--- src/rtl/mmio_pkg.sv ---
// Shared types and helpers for the mmio_interconnect data-side bus engine.
package mmio_pkg;

    typedef enum logic [1:0] {
        IDLE   = 2'd0,
        ACCESS = 2'd1,
        RESP   = 2'd2
    } state_e;

    localparam int ERR_CNT_W = 8;

    function automatic int slot_w(input int n);
        return (n > 1) ? $clog2(n) : 1;
    endfunction

    function automatic logic [ERR_CNT_W-1:0] sat_inc(input logic [ERR_CNT_W-1:0] v);
        return (v == '1) ? v : v + 1'b1;
    endfunction

endpackage

--- src/rtl/mmio_addr_decode.sv ---
// Combinational priority address decoder: lowest matching slot wins, size 0 disables a slot.
module mmio_addr_decode
    import mmio_pkg::*;
#(
    parameter int                      N_SLV    = 4,
    parameter int                      ADDR_W   = 32,
    parameter logic [N_SLV*ADDR_W-1:0] SLV_BASE = '0,
    parameter logic [N_SLV*ADDR_W-1:0] SLV_SIZE = '0
) (
    input  logic [ADDR_W-1:0]        addr,
    output logic                     hit,
    output logic [slot_w(N_SLV)-1:0] slot,
    output logic [ADDR_W-1:0]        offset
);

    localparam int SW = slot_w(N_SLV);

    logic [N_SLV-1:0] match;
    logic [ADDR_W:0]  addr_x;

    assign addr_x = {1'b0, addr};

    // One extra bit on base+size keeps a slot that ends at the top of memory from wrapping to 0.
    for (genvar i = 0; i < N_SLV; i++) begin : g_match
        localparam logic [ADDR_W:0] BASE_X = {1'b0, SLV_BASE[i*ADDR_W +: ADDR_W]};
        localparam logic [ADDR_W:0] SIZE_X = {1'b0, SLV_SIZE[i*ADDR_W +: ADDR_W]};
        assign match[i] = (SIZE_X != '0) && (addr_x >= BASE_X) && (addr_x < BASE_X + SIZE_X);
    end

    always_comb begin
        // NOTE: every output gets a default first so no path through the loop infers a latch.
        hit    = 1'b0;
        slot   = '0;
        offset = '0;
        for (int i = N_SLV - 1; i >= 0; i--) begin
            if (match[i]) begin
                hit    = 1'b1;
                slot   = SW'(i);
                offset = addr - SLV_BASE[i*ADDR_W +: ADDR_W];
            end
        end
    end

endmodule

--- src/rtl/mmio_interconnect.sv ---
// Registered, handshaked MMIO interconnect between one master and N_SLV slaves.
// Optional build macro MMIO_TIMEOUT_EN bounds slave wait-states to TIMEOUT cycles.
module mmio_interconnect
    import mmio_pkg::*;
#(
    parameter int                      N_SLV    = 4,
    parameter int                      ADDR_W   = 32,
    parameter int                      DATA_W   = 32,
    parameter logic [N_SLV*ADDR_W-1:0] SLV_BASE = {32'h0001_0008, 32'h0001_0004,
                                                   32'h0001_0000, 32'h0000_0000},
    parameter logic [N_SLV*ADDR_W-1:0] SLV_SIZE = {32'd8, 32'd4, 32'd4, 32'h0001_0000},
    parameter int                      TIMEOUT  = 16
) (
    input  logic                    clk_i,
    input  logic                    reset_i,
    input  logic [ADDR_W-1:0]       m_addr_i,
    input  logic [DATA_W-1:0]       m_wdata_i,
    input  logic                    m_re_i,
    input  logic                    m_we_i,
    output logic                    m_busy_o,
    output logic                    m_ready_o,
    output logic                    m_err_o,
    output logic [DATA_W-1:0]       m_rdata_o,
    output logic [N_SLV-1:0]        s_re_o,
    output logic [N_SLV-1:0]        s_we_o,
    output logic [ADDR_W-1:0]       s_addr_o,
    output logic [DATA_W-1:0]       s_wdata_o,
    input  logic [N_SLV*DATA_W-1:0] s_rdata_i,
    input  logic [N_SLV-1:0]        s_ready_i,
    output logic [ADDR_W-1:0]       err_addr_o,
    output logic [ERR_CNT_W-1:0]    err_cnt_o
);

    localparam int SW = slot_w(N_SLV);

    logic              dec_hit;
    logic [SW-1:0]     dec_slot;
    logic [ADDR_W-1:0] dec_off;
    logic [N_SLV-1:0]  dec_onehot;

    state_e            state;
    logic [SW-1:0]     slot_q;
    logic              op_rd;
    logic              sel_ready;
    logic [DATA_W-1:0] sel_rdata;

`ifdef MMIO_TIMEOUT_EN
    localparam int TW = $clog2(TIMEOUT + 1);
    logic [TW-1:0]     tmo_cnt;
    logic [ADDR_W-1:0] addr_q;
`endif

    mmio_addr_decode #(
        .N_SLV   (N_SLV),
        .ADDR_W  (ADDR_W),
        .SLV_BASE(SLV_BASE),
        .SLV_SIZE(SLV_SIZE)
    ) u_decode (
        .addr  (m_addr_i),
        .hit   (dec_hit),
        .slot  (dec_slot),
        .offset(dec_off)
    );

    // Only the latched slot's ready and read data are ever looked at.
    always_comb begin
        dec_onehot = '0;
        sel_ready  = 1'b0;
        sel_rdata  = '0;
        for (int i = 0; i < N_SLV; i++) begin
            dec_onehot[i] = (dec_slot == SW'(i));
            if (slot_q == SW'(i)) begin
                sel_ready = s_ready_i[i];
                sel_rdata = s_rdata_i[i*DATA_W +: DATA_W];
            end
        end
    end

    // NOTE: sequential state uses non-blocking assignments only, so every register sees pre-edge values.
    always_ff @(posedge clk_i) begin
        if (!reset_i) begin
            state      <= IDLE;
            slot_q     <= '0;
            op_rd      <= 1'b0;
            m_busy_o   <= 1'b0;
            m_ready_o  <= 1'b0;
            m_err_o    <= 1'b0;
            m_rdata_o  <= '0;
            s_re_o     <= '0;
            s_we_o     <= '0;
            s_addr_o   <= '0;
            s_wdata_o  <= '0;
            err_addr_o <= '0;
            err_cnt_o  <= '0;
`ifdef MMIO_TIMEOUT_EN
            tmo_cnt    <= '0;
            addr_q     <= '0;
`endif
        end else begin
            m_ready_o <= 1'b0;
            case (state)
                IDLE: begin
                    if (m_re_i || m_we_i) begin
                        m_busy_o  <= 1'b1;
                        op_rd     <= m_re_i;
                        slot_q    <= dec_slot;
                        s_wdata_o <= m_wdata_i;
`ifdef MMIO_TIMEOUT_EN
                        addr_q    <= m_addr_i;
                        tmo_cnt   <= '0;
`endif
                        // Simultaneous read and write is treated like a decode miss: no slave sees it.
                        if ((m_re_i && m_we_i) || !dec_hit) begin
                            state      <= RESP;
                            m_ready_o  <= 1'b1;
                            m_err_o    <= 1'b1;
                            m_rdata_o  <= '0;
                            err_addr_o <= m_addr_i;
                            err_cnt_o  <= sat_inc(err_cnt_o);
                        end else begin
                            state    <= ACCESS;
                            s_addr_o <= dec_off;
                            s_re_o   <= m_re_i ? dec_onehot : '0;
                            s_we_o   <= m_we_i ? dec_onehot : '0;
                        end
                    end
                end

                ACCESS: begin
                    if (sel_ready) begin
                        state     <= RESP;
                        s_re_o    <= '0;
                        s_we_o    <= '0;
                        m_ready_o <= 1'b1;
                        m_err_o   <= 1'b0;
                        if (op_rd) begin
                            m_rdata_o <= sel_rdata;
                        end
`ifdef MMIO_TIMEOUT_EN
                    end else if (tmo_cnt == TW'(TIMEOUT - 1)) begin
                        state      <= RESP;
                        s_re_o     <= '0;
                        s_we_o     <= '0;
                        m_ready_o  <= 1'b1;
                        m_err_o    <= 1'b1;
                        m_rdata_o  <= '0;
                        err_addr_o <= addr_q;
                        err_cnt_o  <= sat_inc(err_cnt_o);
                    end else begin
                        tmo_cnt <= tmo_cnt + 1'b1;
`endif
                    end
                end

                RESP: begin
                    state    <= IDLE;
                    m_busy_o <= 1'b0;
                    m_err_o  <= 1'b0;
                end

                default: begin
                    state    <= IDLE;
                    m_busy_o <= 1'b0;
                    s_re_o   <= '0;
                    s_we_o   <= '0;
                end
            endcase
        end
    end

endmodule

--- config.mk ---
export PLATFORM = sky130hd
export DESIGN_NAME = mmio_interconnect
export DESIGN_NICKNAME = d
export VERILOG_FILES = /design/src/rtl/mmio_pkg.sv /design/src/rtl/mmio_addr_decode.sv /design/src/rtl/mmio_interconnect.sv
export SDC_FILE = /design/constraint.sdc
export NUM_CORES = 1
export LEC_CHECK = 0
export ABC_AREA = 1
export ABC_CLOCK_PERIOD_IN_PS = 2360
export BUFFER_PORTS_ARGS = -buffer_cell sky130_fd_sc_hd__clkbuf_2
export CAP_MARGIN = 10
export CORE_MARGIN = 2
export CORE_UTILIZATION = 45
export DETAILED_ROUTE_END_ITERATION = 10
export MAX_ROUTING_LAYER = met4
export PLACE_DENSITY = 0.78
export SLEW_MARGIN = 20
export SYNTH_ARGS = -nofsm -noshare
export SYNTH_HDL_FRONTEND = slang
export SYNTH_SLANG_ARGS = --single-unit
--- constraint.sdc ---
create_clock -name clk_i -period 2.36 [get_ports clk_i]
set_input_delay 0.236 -clock clk_i [delete_from_list [all_inputs] [get_ports clk_i]]
set_output_delay 0.236 -clock clk_i [all_outputs]
set_load 0.02 [all_outputs]
Word level (Yosys, flattened, before mapping):

Cells that the tools add are included.

* bits in writable memories: 0
* output and inout bits: 147
* bits of input ports: 200
* memories: 0
* latch bits: 0
* logic and storage cells: 113
* flip-flop bits (word level): 152
* memory bits (read-only): 0

* shifts and indexed selects: 0
* equal/unequal tests: 14
* div/mod/pow operators: 0
* multiply operators: 0
* bitwise gates (word level): 4
* add/subtract/negate cells: 4
* reduce and logical (&&, ||, !) cells: 22
* order comparisons: 8
* mux-type cells: 48

Operators with widths (count)
* $mux W32: 12
* $lt A32 B17 Y1 const B: 4
* $ge A32 B17 Y1 const B: 3
* $sub A32 B17 Y32 const B: 3
* $pmux W32 S2: 1
* $ge A32 B1 Y1 const B: 1
* $mux W4: 7
* $pmux W4 S3: 2
* $mux W1: 15
* $mux W2: 7
* $reduce_and A4 Y1: 3
* $eq A2 B2 Y1 const B: 5
* $ne A2 B2 Y1 const B: 5
* $add A8 B1 Y8 const B: 1
* $eq A8 B8 Y1 const B: 1
* $eq A2 B1 Y1 const B: 3
* $logic_not A2 Y1: 3
* $reduce_and A2 Y1: 3
* $reduce_and A3 Y1: 2
* $logic_and A1 B1 Y1: 5
* $reduce_and A5 Y1: 1
* $not A1 Y1: 4
* $pmux W1 S2: 2
* $pmux W2 S2: 1
* other kinds (5): 6

Depth between registers and ports, before layout:

Gate-level depths: netlist of the first run.

* depth in word-level cells: 11
* depth in mapped cells: 18
* mapped depth without buffers: 18

By module:

From an unflattened synthesis of the first run, not the netlist that was laid out.

* cell total of the unflattened synthesis: 1270
* area, all modules: 8221.6 um^2

Modules (own cells, without submodules)
* mmio_interconnect: seq. area each 3042.9 um^2, cells each 1001, instances 1, area an instance 6815.3 um^2
* mmio_addr_decode: seq. area each 0.0 um^2, cells each 269, instances 1, area an instance 1406.3 um^2

Worst setup path after synthesis of the first run:

Ideal clock, no wire load.

* path kind: input port to flip-flop
* start point: input m_addr_i[17]
* end point: register err_addr_o[28]
* data required time: 2.247 ns
* arrival time: 1.876 ns
* stages: 17
* setup time: 0.113 ns
* path buffers: 2
* slack: 0.370 ns
* cell sequence: inv_1 ha_1 inv_1 nor2_4 nand2_2 nor2_4 nand2_2 nand2_2 nand2_2 nand3_4 nand2_4 inv_4 nor2_8 buf_8 buf_8 o21ai_1 nor2_1

* cells in the longest elaborated chain, start to end: 9
* elaborated cells between the ends (all ways): 19
* those cells by class: 8 x order compare; 4 x mux; 7 x reduce/logical

Ends and longest elaborated chain
* start, declared: line mmio_interconnect.sv:16 `input logic [ADDR_W-1:0] m_addr_i,`
* $ge A32 B17 Y1 / $lt A32 B17 Y1 (equally long branches): line mmio_addr_decode.sv:27 `assign match[i] = (SIZE_X != '0) && (addr_x >= BASE_X) && (addr_x < BASE_X + SIZE_X);`
* $logic_and A1 B1 Y1: line mmio_addr_decode.sv:27
* $mux W1 (3 in a row): line mmio_addr_decode.sv:36 `if (match[i]) begin`
* $mux W1 (*): line mmio_addr_decode.sv:36
* $logic_not A1 Y1 (*): line mmio_interconnect.sv:113 `if ((m_re_i && m_we_i) || !dec_hit) begin`
* $logic_or A1 B1 Y1 (*): line mmio_interconnect.sv:113
* $reduce_and A3 Y1 (no line) (*)
* end signal, assigned: line mmio_interconnect.sv:118 `err_addr_o <= m_addr_i;`
* end, declared: line mmio_interconnect.sv:30 `output logic [ADDR_W-1:0] err_addr_o,`

Mark *: on every way between the ends. The rest lies on a longest branch, timed or not.
A chain may end at the register's enable or synchronous reset.

Final worst setup path of the first run:

* start point: register state[1]
* end point: register m_rdata_o[14]

* cells in the longest elaborated chain, start to end: 3
* elaborated cells between the ends (all ways): 9
* those cells by class: 5 x eq/ne; 1 x mux; 3 x reduce/logical

Ends and longest elaborated chain
* start, declared: line mmio_interconnect.sv:41 `state_e state;`
* start signal, assigned: line mmio_interconnect.sv:82 `state <= IDLE;`
* start signal, assigned: line mmio_interconnect.sv:114 `state <= RESP;`
* start signal, assigned: line mmio_interconnect.sv:121 `state <= ACCESS;`
* $eq A2 B1 Y1 / $logic_not A2 Y1 (equally long branches): line mmio_interconnect.sv:101 `case (state)`
* $ne A2 B2 Y1 (no line) / $reduce_bool A2 Y1 (equally long branches)
* $reduce_and A5 Y1 (no line)
* end signal, assigned: line mmio_interconnect.sv:137 `m_rdata_o <= sel_rdata;`
* end, declared: line mmio_interconnect.sv:23 `output logic [DATA_W-1:0] m_rdata_o,`

Parallel ways exist; a longest one is shown, timed or not.

==> results.ini, run 1 <==
[outcome]
status=complete, no violations

[sta]
fin_crit_sh_pct=88.5
setup_slack_ns=0.271
max_freq_mhz=479
hold_viol_final=0
setup_viol=0
rsz0062_at_grt=no
slew_viol_final=0
worst_slew_pin_slew_ns=0.743
slew_headroom_pct=50.4
fin_setup_tns_ns=0
clock_skew_ns=0.0161
finalCriticalPeriod_ns=2.09

[drt]
vias_per_cell=5.06
drt-initial-drc-count=429
first_pass_iters=5
antenna_left=0
route.met2.wl_um=13200
dr_wl_met3_um=2240
wl_per_cell_um=15.8
wl_met1_um=11100
vias=8747
top_layer=met4
drc=0
drt-total-wl_um=27300

[yosys]
syn_inst=1145
synth_area_um2=7740
async_flop_share_pct=0
ys_seq_area_share_pct=39.3
yosys_warnings=0
ys_top_cells_by_count=nor2_1, o21ai_0, dfxtp_1, nand2_1, inv_1
syn_avg_cell_area_um2=6.76
yosys.area.top_type=dfxtp_1
ys_seq_elements=152
yosysMostFrequentCell=nor2_1
ys.flop_type=dfxtp_1
synth_edf_count=0
synth_top_area_share_pct=39.3
syn-num-nets=1358
ys_types=42
ys_top_cells_by_area=dfxtp_1, nor2_1, o21ai_0

[clock_tree]
cts_made_buffers=17
root_buffer=clkbuf_16
htree_levels=4
cts_buffer_depth=2
ctsHoldBuffers=0
cts_sinks=152
insertion_delay_ns=0.43
cts_resized=0
clk_pin_slew_ns=0.07
cts_tree=done
post_cts_buffers=0

[setup_path]
crit_type=reg2reg
critical_path_arrival_ns=2.46
cp_max_fo=34
required_ns=2.73
worst_setup_path_end_kind=register
worstSetupStartpointType=register

[layout]
layout-drive-gt1-share_pct=31.2
diodes=0
area_growth_pct=34.2
final_nets=1707
instances_no_fill=1727

[placement]
dpl_worst_slack_ns=-0.0683
dp_cells=1695
io_buffers=346
place.gp.congestion=0.981
hpwl_um=20900

[die]
std_cell_rows=47
io_pins=347
fp.dieW_um=135
die_area_um2=18300
initial_core_util_pct=46.4
core-area_um2=16700
fp.dieH_um=135

[grt]
grt_overflow_total=0
grt_pass1_vias=8231
antenna_found_initial=0
grt_pass1_wl_um=41800
grt_start_max_net_pins=69
grt_use_total_pct=29.9

[power]
powerDensity_nw_per_um2=752
swShare_pct=36.2
p_clk_share_pct=35.0
ir_worst_vdd_mv=0.481
p_leak_nw=5.34
power.total_mw=7.82
p_seq_share_pct=38.7
internal_power_mw=4.99
combPwrFrac_pct=26.3
p_switching_mw=2.83

[run]
drv_cap=0

[hold_path]
hold_class=in2reg

-- per-stage QoR --
step	cell area [um2]	utilization, %	hold slack [ns]
after floorplan	7740	-	0.371
after global placement	9790	58.6	0.424
after detailed placement	9790	58.6	0.428
after CTS	10400	62.2	0.00653
after global routing	10400	62.2	0.0108
final	10400	62.2	0.0187
-- sequential cells by signal, summed over array words and instances, names as in the netlist --
name,count
s_re_o,4
op_rd,1
s_we_o,4
m_ready_o,1
s_addr_o,32
m_rdata_o,32
slot_q,2
m_busy_o,1
state,2
s_wdata_o,32
err_addr_o,32
err_cnt_o,8
m_err_o,1
-- worst max-delay path, cell delays in order (launching register included) --
cell and delay, ns:
dfxtp_1 0.40, inv_1 0.08, ha_1 0.20, buf_4 0.17, a22oi_2 0.17, inv_1 0.06, nor2_1 0.11, nand2_2 0.07
inv_2 0.45, o21ai_0 0.18, nor2_1 0.12
-- power groups by stage --
stage | sequential (mW) | clock (mW) | combinational [mW]
6_report | 3.03 | 2.73 | 2.06
5_1_grt | 3.06 | 2.88 | 2.27
4_1_cts | 3.02 | 2.77 | 2.06
3_5_place_dp | 3.08 | 0 | 2.05
3_3_place_gp | 3.07 | 0 | 2.03
2_1_floorplan | 3.40 | 0 | 0.977
-- kinds of logic (layout without fill, tap and decap cells) --
logic type	count (synthesis)	in the layout	share of synthesized area, %
AOI/OAI and AO/OA	286	286	20.1
xor gates and xnor gates	9	9	1.02
adders and majority gates	13	13	2.10
buffers and inverters	164	526	9.11
DFF	152	152	39.3
and+or+nand+nor	521	521	28.3
-- per-layer routing --
| layer | up-vias | track usage, % |
|---|---|---|
| met5 | - | - |
| met4 | 0 | 10.1 |
| met3 | 53 | 6.88 |
| met2 | 370 | 51.5 |
| met1 | 3917 | 34.4 |
| li1 | 4407 | - |
-- layout make-up --
cell class	count	area, um2
fill	1615	6310
multi-input combinational	829	3990
sequential	152	3040
timing repair buffer	390	2080
clock buffer	17	425
inverter	104	398
tap	220	275
clock inverter	15	179
-- final timing paths --
| check | end | slack [ns] | from | cells after the start |
|---|---|---|---|---|
| max | m_rdata_o[14]$_SDFFE_PN0P_ | 0.27 | state[1]$_SDFFE_PN0P_ | 10 |
| min | s_wdata_o[18]$_SDFFE_PN0P_ | 0.02 | m_wdata_i[18] | 3 |
| max reg2reg | m_rdata_o[14]$_SDFFE_PN0P_ | 0.27 | state[1]$_SDFFE_PN0P_ | 10 |
| min reg2reg | s_addr_o[24]$_SDFFE_PN0P_ | 0.44 | s_addr_o[24]$_SDFFE_PN0P_ | 2 |
-- placed cells by master (no fill, tap or decap), drive strengths merged, types with 3 or more instances in the layout --
cell type  netlist  final
clkbuf          43    362
nor2           317    317
o21ai          184    184
dfxtp          152    152
nand2          145    145
inv            102    108
a21oi           56     56
buf             17     45
nand3           33     33
ha              13     13
o211ai          12     12
or2              9      9
o21bai           9      9
clkinv           2      9
nor3             8      8
o221ai           8      8
a211oi           7      7
nand4            6      6
xor2             6      6
o31ai            6      6
xnor2            3      3
Power figures use the tool's default switching activity.
==> run 2, diff against run 1 <==
PLACE_DENSITY = 0.77   (was 0.78)
SYNTH_HIERARCHICAL = 1   (was unset)
==> run 2 against run 1 <==
Effect of this change: synthesized cell count is 11% higher; sequential share of layout area decreased by 1.8 points; final cell count rose by 8.5%; critical endpoint is now m_rdata_o[20]$_SDFFE_PN0P_.
==> results.ini, run 2 <==
[yosys]
synth_area_um2=8220
synth_top_area_share_pct=37.0
ys_top_cells_by_count=nor2_1, nand2_1, dfxtp_1, inv_1, o21ai_0
ys_seq_area_share_pct=37.0
yosys.area.top_type=dfxtp_1
synth_edf_count=0
yosysMostFrequentCell=nor2_1
ys_types=45
async_flop_share_pct=0
ys_top_cells_by_area=dfxtp_1, nor2_1, nand2_1
ys.flop_type=dfxtp_1
ys_seq_elements=152
syn_inst=1270
syn_avg_cell_area_um2=6.47
yosys_warnings=6

[sta]
hold_viol_final=0
slew_viol_final=0
slew_headroom_pct=59.9
max_freq_mhz=492
finalCriticalPeriod_ns=2.03
setup_slack_ns=0.328
fin_crit_sh_pct=86.1
clock_skew_ns=0.00920
worst_slew_pin_slew_ns=0.600
setup_viol=0
rsz0062_at_grt=no

[clock_tree]
cts_sinks=152
htree_levels=4
post_cts_buffers=0
cts_resized=0
cts_buffer_depth=2
ctsHoldBuffers=0
insertion_delay_ns=0.42
root_buffer=clkbuf_16
cts_made_buffers=17
clk_pin_slew_ns=0.07
cts_tree=done

[drt]
first_pass_iters=5
drc=0
drt-initial-drc-count=483
antenna_left=0
vias=9335
wl_per_cell_um=14.6
drt-total-wl_um=27400
vias_per_cell=4.98

[run]
drv_cap=0

[layout]
diodes=0
fin_area_um2=11100
layout_commonest_cell=clkbuf_2
final_cell_mix=clkbuf_2, nor2_1, nand2_1
instances_no_fill=1873
area_growth_pct=34.5
post-route-util_pct=61.5
layout-drive-gt1-share_pct=30.2
final_nets=1845

[power]
ir_worst_vdd_mv=0.492
p_leak_nw=5.78
power.total_mw=7.04
powerDensity_nw_per_um2=637
p_switching_mw=2.20
p_clk_share_pct=39.6
p_seq_share_pct=40.2
swShare_pct=31.2
combPwrFrac_pct=20.2
internal_power_mw=4.84

[grt]
grt_pass1_wl_um=43800
grt_use_total_pct=28.6
grt_pass1_vias=8841
grt_overflow_total=0
antenna_found_initial=0
grt_start_max_net_pins=43

[placement]
dpl-instance-area_um2=10500
dpl_worst_slack_ns=-0.0804
io_buffers=346
place.gp.congestion=0.961
hpwl_um=21100
dp_cells=1842

[hold_path]
hold_class=in2reg

[die]
io_pins=347
core-area_um2=18000
fp.dieH_um=139
die_area_um2=19400
std_cell_rows=49
initial_core_util_pct=45.8
fp.dieW_um=139

[setup_path]
worstSetupStartpointType=register
crit_type=reg2reg
required_ns=2.71
worst_setup_path_end_kind=register
cp_max_fo=18
critical_path_arrival_ns=2.39

[outcome]
status=complete, no violations

[run 2: cell count changes after synthesis, sizes merged, moves of 7 or more]
| cell | delta |
|---|---|
| nand3 | +50 |
| a21oi | +32 |
| nand2 | +141 |
| or2 | -7 |
| inv | +25 |
| o211ai | -8 |
| o21ai | -76 |
| buf | +11 |
| nor2 | -29 |
[run 2: power by group through the flow]
stage	clock [mW]	sequential [mW]	combinational [mW]
2_1_floorplan	0	3.07	0.650
3_3_place_gp	0	2.88	1.41
3_5_place_dp	0	2.88	1.42
4_1_cts	2.85	2.83	1.43
5_1_grt	2.94	2.85	1.58
6_report	2.79	2.83	1.42
[run 2: per-stage QoR]
| stage | hold WS [ns] | setup TNS [ns] |
|---|---|---|
| 2_1_floorplan | 0.371 | 0 |
| 3_3_place_gp | 0.452 | -0.0162 |
| 3_5_place_dp | 0.459 | -2.47 |
| 4_1_cts | 0.0204 | 0 |
| 5_1_grt | 0.0210 | 0 |
| 6_report | 0.0381 | 0 |
[run 2: worst max-delay path: stages (launching register included)]
cell      delay, ns
dfxtp_1        0.33
inv_1          0.08
ha_1           0.29
buf_4          0.29
clkinv_1       0.50
a21oi_1        0.30
nor2_1         0.07
nor2_1         0.10
[run 2: cells by family (layout without fill, tap and decap cells)]
kind of cell	Yosys count	count (layout)	synth area share, %
AO/OA/AOI/OAI	222	222	14.8
buffers and inverters	198	566	9.95
AND/OR/NAND/NOR	679	679	35.7
other	1	7	0.0456
adder cells (fa/ha/maj)	13	13	1.98
flip-flops	152	152	37.0
XOR/XNOR	5	5	0.533
[run 2: final timing paths]
kind | startpoint | endpoint | slack (ns) | depth (start not counted)
max | state[1]$_SDFFE_PN0P_ | m_rdata_o[20]$_SDFFE_PN0P_ | 0.33 | 7
min reg2reg | op_rd$_SDFFE_PN0P_ | op_rd$_SDFFE_PN0P_ | 0.47 | 2
max reg2reg | state[1]$_SDFFE_PN0P_ | m_rdata_o[20]$_SDFFE_PN0P_ | 0.33 | 7
min | m_wdata_i[13] | s_wdata_o[13]$_SDFFE_PN0P_ | 0.04 | 3
[run 2: cell type report]
type,instances,area [um2]
Fill cell,1740,6910
Multi-Input combinational cell,926,4390
Sequential cell,152,3040
Timing Repair Buffer,406,2260
Inverter,129,484
Clock buffer,17,425
Tap cell,229,287
Clock inverter,14,163
[run 2: metal layers]
layer	track usage [%]	vias to the layer above	wire length, um	part of all wire (%)
met4	11.7	0	905	3.3
met2	48.8	350	13700	50
li1	-	4734	-	-
met1	32.8	4195	11100	40
met3	5.63	56	1700	6.2
met5	-	-	0	0
==> run 3, diff against run 2 <==
ABC_CLOCK_PERIOD_IN_PS = 1900   (was 2360)
CTS_CLUSTER_SIZE = 30   (was unset)
clock period = 1.9 ns   (was 2.36 ns; I/O delays follow)
==> run 3 against run 2 <==
Effect of this change: the flow now finishes with violations (setup timing); hold slack worse by 0.035 ns; via count is 9.3% higher; register-to-register slack worse by 0.20 ns; global-route usage rose by 1.4 points; critical path depth grew 11; sequential power is 24% higher; power rose by 26%; critical path type is now in2reg.
==> results.ini, run 3 (same netlist as run 2, synthesis figures left out) <==
[outcome]
status=finished with violations
violations=setup timing

[sta]
fin_setup_tns_ns=-6.22
slew_headroom_pct=65.6
max_freq_mhz=481
rsz0062_at_grt=yes
clock_skew_ns=0.0116
worst_slew_pin_slew_ns=0.515
finalCriticalPeriod_ns=2.08
slew_viol_final=0
hold_viol_final=0
setup_slack_ns=-0.179
fin_crit_sh_pct=109
setup_viol=110

[setup_path]
ff2ff_path_depth=8
r2r_start=state[0]$_SDFFE_PN0P_
max_stage_delay_ns=0.31
required_ns=2.20
worst_setup_path_end_kind=register
cp_max_fo=8
crit_buf_inv=3
path_cells=clkbuf_2, nor2_2, nand2_2, nor2_2, nand2_2, nand2_1, nand2_1, nand2_2, nand2_4, inv_4, nand2_4, a21boi_4, nor3_4, buf_6, nand2_8, nor2_4, nand2_1, nor3b_2
reg2reg_slack_ns=0.13
crit_slowest_cell=nor3_4
r2r_end=m_rdata_o[25]$_SDFFE_PN0P_
worstSetupStartpointType=input pin
critical_path_arrival_ns=2.38
cp_num_cells=18
crit_type=in2reg
cp_top_family=simple AND/OR/NAND/NOR gates

[grt]
grt_pass1_wl_um=45800
antenna_found_initial=3
use_met1_pct=35.3
grt_start_max_net_pins=103
met3_usage_pct=5.84
grt_overflow_total=0
met2_usage_pct=50.1
grt_pass1_vias=9137
grt.busiest_layer=met2
grt_use_total_pct=30.0

[clock_tree]
insertion_delay_ns=0.43
cts_made_buffers=17
cts_tree=done
clk_pin_slew_ns=0.07
cts_sinks=152
root_buffer=clkbuf_16
cts_buffer_depth=2
htree_levels=4

[die]
io_pins=347
fp.dieW_um=139
std_cell_rows=49
core-area_um2=18000
die_area_um2=19400
initial_core_util_pct=45.8
fp.dieH_um=139

[drt]
drt-initial-drc-count=685
vias=10200
antenna_left=0
drc=0
vias_per_cell=5.17
wl_per_cell_um=15.6
drt-total-wl_um=30800
first_pass_iters=5

[hold_path]
hold_end=err_addr_o[22]$_SDFFE_PN0P_
worst_hold_path.num_cells=3
min_from=m_addr_i[22]
hold_class=in2reg

[layout]
layout-drive-gt1-share_pct=34.7
final_cell_mix=clkbuf_2, nor2_1, nand2_1
final_nets=1941
area_growth_pct=48.7
layout_commonest_cell=clkbuf_2
post-route-util_pct=68.0
fillerInstances=1502

[placement]
place.gp.congestion=0.980
io_buffers=346
hpwl_um=21300

[power]
p_leak_nw=6.27
ir_worst_vdd_mv=0.565
powerDensity_nw_per_um2=725

[run]
drv_cap=0

run 3: cell types whose count changed in the layout (fill, tap and decap cells not counted), moves of 5 or more:
| cell | change |
|---|---|
| o21ai_1 | +5 |
| clkbuf_2 | -9 |
| inv_1 | -11 |
| nand2_1 | -12 |
| buf_6 | +7 |
| dlygate4sd3_1 | +33 |
| nor2_4 | +9 |
| nand2_4 | +5 |
| buf_4 | +52 |
| nand2_2 | +6 |
| ha_1 | -6 |
| inv_4 | +5 |
| nor2_1 | -10 |
| o21ai_0 | -6 |
run 3: area by class of cell:
| cell class | count | area, um2 | area share, % |
|---|---|---|---|
| diodes | 3 | 7.51 | 0.0614 |
| flip-flops and latches | 152 | 3040 | 24.9 |
| clock inverters | 15 | 158 | 1.29 |
| well taps | 229 | 287 | 2.34 |
| multi-input cells | 927 | 4610 | 37.8 |
| clock buffers | 17 | 425 | 3.48 |
| inverters | 129 | 505 | 4.14 |
| repair inverters | 1 | 7.51 | 0.0614 |
| repair buffers | 500 | 3170 | 26.0 |
run 3: power by group:
group	switching, mW	internal [mW]	leakage (nW)	total (mW)
Combinational	1.22	0.795	4.74	2.02
Sequential	0.118	3.40	1.25	3.51
Clock	1.58	1.75	0.280	3.33
run 3: worst max path at each step:
| stage | from | end | slack [ns] |
|---|---|---|---|
| 4_1_cts | m_addr_i[17] | err_addr_o[11]$_SDFFE_PN0P_ | 0.02 |
| 3_5_place_dp | m_addr_i[17] | s_addr_o[20]$_SDFFE_PN0P_ | -0.49 |
| 2_1_floorplan | m_addr_i[23] | s_addr_o[19]$_SDFFE_PN0P_ | -0.25 |
| 5_1_grt | m_addr_i[6] | err_addr_o[30]$_SDFFE_PN0P_ | -0.27 |
| 6_report | m_addr_i[6] | err_cnt_o[4]$_SDFFE_PN0P_ | -0.18 |
| 3_3_place_gp | m_addr_i[17] | s_addr_o[2]$_SDFFE_PN0P_ | -0.41 |
run 3: through the flow:
step	instance area (um2)	std cells	total power [mW]	worst slack (ns)	hold slack, ns
finish	12200	1973	8.86	-0.179	0.00320
global route	12200	1973	9.24	-0.265	0.0106
CTS	11800	1954	8.80	0.0185	0.00698
detailed placement	10900	1889	5.41	-0.486	0.427
global placement	10900	1889	5.39	-0.412	0.422
floorplan	8400	1276	4.66	-0.254	0.325
run 3: tightest hold or removal path, delay by kind of cell:
family,cells,cell delay (ns)
and+or+nand+nor,2,0.12
buffers and inverters,1,0.08
run 3: timing repair:
item | 4_1_cts | 5_1_grt
pin swaps | 0 | 34
cloned | 0 | 5
gates resized for setup | 3 | 84
endpoints found under the hold margin | 33 | 0
hold buffers | 33 | 0
buffers inserted | 0 | 11
setup endpoints to repair | 32 | 119
run 3: routing by layer:
layer / wire length (um) / vias to the layer above
li1: - / 4944
met1: 11700 / 4616
met2: 15200 / 531
met3: 2380 / 113
met4: 1420 / 0
met5: 0 / -
